[config.mk]
export PLATFORM = sky130hd
export DESIGN_NAME = button_event_ctrl
export DESIGN_NICKNAME = d
export VERILOG_FILES = /design/src/rtl/btn_evt_pkg.sv /design/src/rtl/btn_channel.sv /design/src/rtl/button_event_ctrl.sv
export SDC_FILE = /design/constraint.sdc
export NUM_CORES = 1
export LEC_CHECK = 0
export CORE_ASPECT_RATIO = 1.25
export CORE_UTILIZATION = 41
export CTS_CLUSTER_SIZE = 16
export DETAILED_ROUTE_END_ITERATION = 16
export GPL_TIMING_DRIVEN = 1
export PLACE_DENSITY = 0.69
export SLEW_MARGIN = 20
export SYNTH_ARGS = -nofsm -noshare
export SYNTH_HDL_FRONTEND = slang
export SYNTH_SLANG_ARGS = --single-unit
[constraint.sdc]
create_clock -name Clk -period 2.5 [get_ports Clk]
set_input_delay 0.5 -clock Clk [delete_from_list [all_inputs] [get_ports Clk]]
set_output_delay 0.5 -clock Clk [all_outputs]
set_load 0.01 [all_outputs]
[src/rtl/btn_evt_pkg.sv]
// Shared types for the button event controller.
//   NUM_BUTTONS : button count the event record is sized for
//   IDW         : width of a button index
//   btn_evt_t   : one queued event, {button index, press flag}
// The event record width follows NUM_BUTTONS, so a different button
// count is set here and then picked up as the top-level default.
package btn_evt_pkg;

    localparam int NUM_BUTTONS = 4;
    localparam int IDW         = $clog2(NUM_BUTTONS);

    typedef struct packed {
        logic [IDW-1:0] id;
        logic           press;
    } btn_evt_t;

endpackage

[src/rtl/btn_channel.sv]
// Synchronizer plus tick-driven debouncer for one raw button input.
//   Clk, Reset  : system clock, synchronous active-high reset
//   tick        : shared sample strobe, one cycle wide
//   btn         : raw asynchronous level
//   stable      : debounced level
//   edge_pulse  : one-cycle strobe on the cycle stable flips
//   edge_type   : new stable level, valid while edge_pulse is high
module btn_channel #(
    parameter int STABLE_CNT = 4
) (
    input  logic Clk,
    input  logic Reset,
    input  logic tick,
    input  logic btn,
    output logic stable,
    output logic edge_pulse,
    output logic edge_type
);

    // cnt only ever holds 0..STABLE_CNT-1
    localparam int CW = (STABLE_CNT > 1) ? $clog2(STABLE_CNT) : 1;

    logic          sync1_q;
    logic          sync_q;
    logic          stable_q, stable_d;
    logic [CW-1:0] cnt_q, cnt_d;

    always_comb begin
        stable_d   = stable_q;
        cnt_d      = cnt_q;
        edge_pulse = 1'b0;
        if (tick) begin
            if (sync_q == stable_q) begin
                cnt_d = '0;
            end else if (cnt_q == CW'(STABLE_CNT - 1)) begin
                // this tick is the STABLE_CNT-th differing one
                stable_d   = ~stable_q;
                cnt_d      = '0;
                edge_pulse = 1'b1;
            end else begin
                cnt_d = cnt_q + CW'(1);
            end
        end
    end

    always_ff @(posedge Clk) begin
        if (Reset) begin
            sync1_q  <= 1'b0;
            sync_q   <= 1'b0;
            stable_q <= 1'b0;
            cnt_q    <= '0;
        end else begin
            sync1_q  <= btn;
            sync_q   <= sync1_q;
            stable_q <= stable_d;
            cnt_q    <= cnt_d;
        end
    end

    assign stable    = stable_q;
    assign edge_type = ~stable_q;

endmodule

[src/rtl/button_event_ctrl.sv]
// Multi-button controller: debounces N raw inputs on a shared sample tick,
// turns debounced edges into press/release events, drains them round-robin
// into a small FIFO read through valid/ready, and flags lost events.
//   Clk, Reset          : system clock, synchronous active-high reset
//   btn_in              : raw button levels, 1 = pressed
//   state_o             : debounced levels
//   evt_valid/evt_ready : FIFO head handshake
//   evt_id, evt_press   : head event (button index, 1 = press)
//   overflow, ovf_clr   : sticky lost-event flag and its clear
module button_event_ctrl
    import btn_evt_pkg::*;
#(
    parameter int N_BUTTONS  = NUM_BUTTONS,
    parameter int TICK_DIV   = 50000,
    parameter int STABLE_CNT = 4,
    parameter int FIFO_DEPTH = 4
) (
    input  logic                         Clk,
    input  logic                         Reset,
    input  logic [N_BUTTONS-1:0]         btn_in,
    output logic [N_BUTTONS-1:0]         state_o,
    output logic                         evt_valid,
    input  logic                         evt_ready,
    output logic [$clog2(N_BUTTONS)-1:0] evt_id,
    output logic                         evt_press,
    output logic                         overflow,
    input  logic                         ovf_clr
);

    localparam int TW = $clog2(TICK_DIV);
    localparam int PW = $clog2(FIFO_DEPTH);
    localparam int CW = PW + 1;

    logic [TW-1:0]        tick_cnt_q, tick_cnt_d;
    logic                 tick;

    logic [N_BUTTONS-1:0] stable_w;
    logic [N_BUTTONS-1:0] edge_pulse_w;
    logic [N_BUTTONS-1:0] edge_type_w;

    logic [N_BUTTONS-1:0] pend_q, pend_d;
    logic [N_BUTTONS-1:0] ptype_q, ptype_d;
    logic [IDW-1:0]       rr_ptr_q, rr_ptr_d;
    logic                 overflow_q, overflow_d;
    logic                 ovf_set;

    logic                 grant_vld;
    logic [IDW-1:0]       grant_id;
    int                   idx;

    btn_evt_t             mem_q [FIFO_DEPTH];
    btn_evt_t             mem_d [FIFO_DEPTH];
    logic [PW-1:0]        wr_ptr_q, wr_ptr_d;
    logic [PW-1:0]        rd_ptr_q, rd_ptr_d;
    logic [CW-1:0]        count_q, count_d;
    logic                 fifo_full;
    logic                 push, pop;

    // Sample tick
    assign tick       = (tick_cnt_q == TW'(TICK_DIV - 1));
    assign tick_cnt_d = tick ? '0 : tick_cnt_q + TW'(1);

    for (genvar g = 0; g < N_BUTTONS; g++) begin : g_chan
        btn_channel #(
            .STABLE_CNT (STABLE_CNT)
        ) u_chan (
            .Clk        (Clk),
            .Reset      (Reset),
            .tick       (tick),
            .btn        (btn_in[g]),
            .stable     (stable_w[g]),
            .edge_pulse (edge_pulse_w[g]),
            .edge_type  (edge_type_w[g])
        );
    end

    // Fullness is taken from the registered count, so a pop in the same
    // cycle never makes room for a push.
    assign fifo_full = (count_q == CW'(FIFO_DEPTH));

    // Round-robin: first pending channel at or after rr_ptr+1, wrapping.
    always_comb begin
        grant_vld = 1'b0;
        grant_id  = '0;
        idx       = 0;
        if (!fifo_full) begin
            for (int k = 1; k <= N_BUTTONS; k++) begin
                idx = (int'(rr_ptr_q) + k) % N_BUTTONS;
                if (!grant_vld && pend_q[idx]) begin
                    grant_vld = 1'b1;
                    grant_id  = IDW'(idx);
                end
            end
        end
    end

    // Pending events; a new edge beats a same-cycle grant clear. An edge
    // landing on a pend that is not being drained this cycle loses the
    // older event.
    always_comb begin
        pend_d   = pend_q;
        ptype_d  = ptype_q;
        rr_ptr_d = rr_ptr_q;
        ovf_set  = 1'b0;
        if (grant_vld) begin
            pend_d[grant_id] = 1'b0;
            rr_ptr_d         = grant_id;
        end
        for (int i = 0; i < N_BUTTONS; i++) begin
            if (edge_pulse_w[i]) begin
                if (pend_q[i] && !(grant_vld && grant_id == IDW'(i))) begin
                    ovf_set = 1'b1;
                end
                pend_d[i]  = 1'b1;
                ptype_d[i] = edge_type_w[i];
            end
        end
        overflow_d = ovf_set | (overflow_q & ~ovf_clr);
    end

    // Event FIFO
    assign push = grant_vld;
    assign pop  = (count_q != '0) && evt_ready;

    always_comb begin
        mem_d    = mem_q;
        wr_ptr_d = wr_ptr_q;
        rd_ptr_d = rd_ptr_q;
        count_d  = count_q + CW'(push) - CW'(pop);
        if (push) begin
            mem_d[wr_ptr_q].id    = grant_id;
            mem_d[wr_ptr_q].press = ptype_q[grant_id];
            wr_ptr_d              = wr_ptr_q + PW'(1);
        end
        if (pop) begin
            rd_ptr_d = rd_ptr_q + PW'(1);
        end
    end

    always_ff @(posedge Clk) begin
        if (Reset) begin
            tick_cnt_q <= '0;
            pend_q     <= '0;
            ptype_q    <= '0;
            rr_ptr_q   <= IDW'(N_BUTTONS - 1);
            overflow_q <= 1'b0;
            wr_ptr_q   <= '0;
            rd_ptr_q   <= '0;
            count_q    <= '0;
            for (int i = 0; i < FIFO_DEPTH; i++) begin
                mem_q[i] <= '0;
            end
        end else begin
            tick_cnt_q <= tick_cnt_d;
            pend_q     <= pend_d;
            ptype_q    <= ptype_d;
            rr_ptr_q   <= rr_ptr_d;
            overflow_q <= overflow_d;
            wr_ptr_q   <= wr_ptr_d;
            rd_ptr_q   <= rd_ptr_d;
            count_q    <= count_d;
            mem_q      <= mem_d;
        end
    end

    assign state_o   = stable_w;
    assign evt_valid = (count_q != '0);
    assign evt_id    = mem_q[rd_ptr_q].id;
    assign evt_press = mem_q[rd_ptr_q].press;
    assign overflow  = overflow_q;

endmodule

==> impl_metrics.yaml <==
setup_path:
  path_cells: "mux4_2, clkdlybuf4s50_1"
  worstPathRequired_ns: 2.00
  cp-end-kind: "output pin"
  cpPeakStageDelay_ns: 0.54
  path_class: "register to output pin"
  worstPathMaxFanout: 5
  cp_top_family: "multiplexers"
  cp_slowest_cell: "mux4_2"
  crit_buf_inv: 1
  crit_arrival_ns: 1.87
  start_kind: "register"
floorplanning:
  core_area_mm2: 0.00693
  dieArea_mm2: 0.00746
  initial_utilization_pct: 42.1
  die_x_um: 77.5
  rows: 34
  fp.dieH_um: 96.3
  io_pins: 17
synthesis:
  ys_async_sr_fraction_pct: 0
  synth_compound_area_share_pct: 9.86
  ys_seq_area_share_pct: 44.6
  synthAdderAreaFrac_pct: 5.40
  synth.avg_cell_area_um2: 9.01
  synth-simple-area-share_pct: 23.7
  yosys_warnings: 0
  synth_top_family_by_area: "simple AND/OR/NAND/NOR gates"
  synthDistinctLibCells: 45
  synth.area.mux_share_pct: 4.41
  synth_ff_type: "dfxtp_1"
  syn_inst: 324
  synthXorXnorAreaFrac_pct: 6.60
  syn_area_mm2: 0.00292
  synth_edf_count: 0
  synth_seq_cells: 65
  syn_nets: 344
timing:
  worst_clock_skew_ns: 0.0146
  maxSlewViolCount: 0
  timing.final.crit_share_pct: 94.9
  hold_viol_final: 0
  rsz0062_at_grt: "no"
  whs_ns: 0.435
  fin_tns_setup_ns: 0
  max_freq_mhz: 422
  fin_ws_ns: 0.128
  finalSetupViolations: 0
  slew_headroom_pct: 67.5
  period_needed_ns: 2.37
  tightest_slew_ns: 0.486
clock_tree:
  post_cts_buffers: 0
  clk_path_buf_depth: 2
  cts_hold_buf: 0
  post_cts_resized: 0
  cts_tree: "yes"
  clk_latency_ns: 0.35
  path_clk_slew_ns: 0.08
  cts_buffers: 9
  cts_sinks: 65
  root_buffer: "clkbuf_8"
  htree_levels: 3
final_layout:
  final_cell_mix: "65 x dfxtp_1, 35 x nor2_1, 34 x nand2_1"
  layoutNonFillerInstCount: 436
  syn2layout_area_growth_pct: 15.7
  nFillCells: 665
  fin_nets: 361
  antennaDiodeCount: 0
  final_common_cell: "dfxtp_1"
  drive_gt1_share_pct: 9.83
detailed_routing:
  dr.first_iter.drc_count: 150
  viasPerCell: 4.98
  vias: 2172
  drt_wl_total_mm: 5.24
  wl_per_cell_um: 12.0
  drc: 0
  final_antenna_net_count: 0
  first_pass_iters: 4
grt:
  grt_max_degree: 32
  grt_util_all_layers_pct: 15.5
  overflow: 0
  antenna_found_initial: 0
  grt_pass1_vias: 1928
  grt_pass1_wl_mm: 8.80
power_and_ir_drop:
  ir_drop_uv: 473
  finalPower_uw: 2510
  power_leakage_uw: 0.00127
  power_density_mw_per_mm2: 743
place:
  portBuffers: 16
  pre_cts_slack_ns: 0.0499
  placed_cells: 420
  dpl.hpwl_mm: 3.67
  globalplace.congestion: 0.774
run_status:
  status: "complete, no violations"
hold_path:
  min_path_type: "register to register"
flow_run:
  drv_cap: 0
-- routing by layer --
layer  up-vias  track usage [%]  wire [um]
met5         -                0          0
li1       1126                -          -
met4         0             7.55        116
met2        30             25.8       2480
met3        12             5.21        179
met1      1004             17.9       2460
-- synth_stat cells (all sizes together), types with 2 or more instances --
cell type	instances	area, um^2
a211o	3	26.3
a211oi	2	20.0
a21oi	30	150
and3	5	31.3
buf	8	68.8
clkbuf	8	30.0
dfxtp	65	1300
ha	11	138
inv	16	60.1
mux2i	5	50.1
mux4	3	67.6
nand2	34	128
nand2b	4	27.5
nand3	21	105
nand3b	5	37.5
nand4	3	18.8
nor2	37	144
nor2b	10	62.6
nor3b	2	26.3
nor4b	2	23.8
o211ai	2	15.0
o21ai	5	25.0
o31ai	4	30.0
or2	2	12.5
or3	5	31.3
xnor2	9	78.8
xor2	13	114
-- area by class of cell --
class                           count  area, um^2  share of cell area (%)
Clock buffer                       11         141                    4.19
Clock inverter                      5         103                    3.04
Inverter                           16        60.1                    1.78
Multi-Input combinational cell    227        1460                    43.2
Sequential cell                    65        1300                    38.5
Tap cell                           90         113                    3.33
Timing Repair Buffer               22         200                    5.93
-- stage by stage --
stage                     util, %  cell area [um^2]
after global routing         48.7              3380
after detailed placement     45.2              3130
after global placement       45.2              3130
after CTS                    48.7              3380
after floorplan                 -              2920
final                        48.7              3380
-- power by group --
group	total, uW	internal [uW]	switching (uW)
combinational	295	155	140
sequential	1120	1080	43.9
clock	1090	688	405
-- worst reg2reg max path, cell delays in order (launching register included) --
cell and delay [ns]:
dfxtp_1 0.35, or3_1 0.40, and2_1 0.19, ha_1 0.27, inv_1 0.06, ha_1 0.13, inv_1 0.05, fa_1 0.38
xor2_1 0.18, xnor2_1 0.14, nor2_1 0.05
-- final timing paths --
kind | startpoint | end | slack [ns] | depth (start not counted)
min reg2reg | g_chan[3].u_chan.sync1_q | g_chan[3].u_chan.sync_q | 0.43 | 1
max reg2reg | count_q[1] | count_q[2] | 0.21 | 10
max | rd_ptr_q[0] | evt_press | 0.13 | 2
min | g_chan[3].u_chan.sync1_q | g_chan[3].u_chan.sync_q | 0.43 | 1
-- state kept, by name, indices dropped and copies added, names as in the netlist --
signal and cells:
count_q 3, g_chan.u_chan.cnt_q 8, g_chan.u_chan.stable 3, g_chan.u_chan.sync1_q 4, g_chan.u_chan.sync_q 4, mem_q 12
overflow 1, pend_q 4, ptype_q 4, rd_ptr_q 2, rr_ptr_q 2, tick_cnt_q 16
wr_ptr_q 2
-- kinds of logic after synthesis --
family,Yosys count
AOI/OAI and AO/OA,49
adders and majority gates,12
xor gates and xnor gates,22
muxes,9
DFF,65
and+or+nand+nor,135
buffers and inverters,32
No activity file was read; power rests on OpenSTA's default activity.
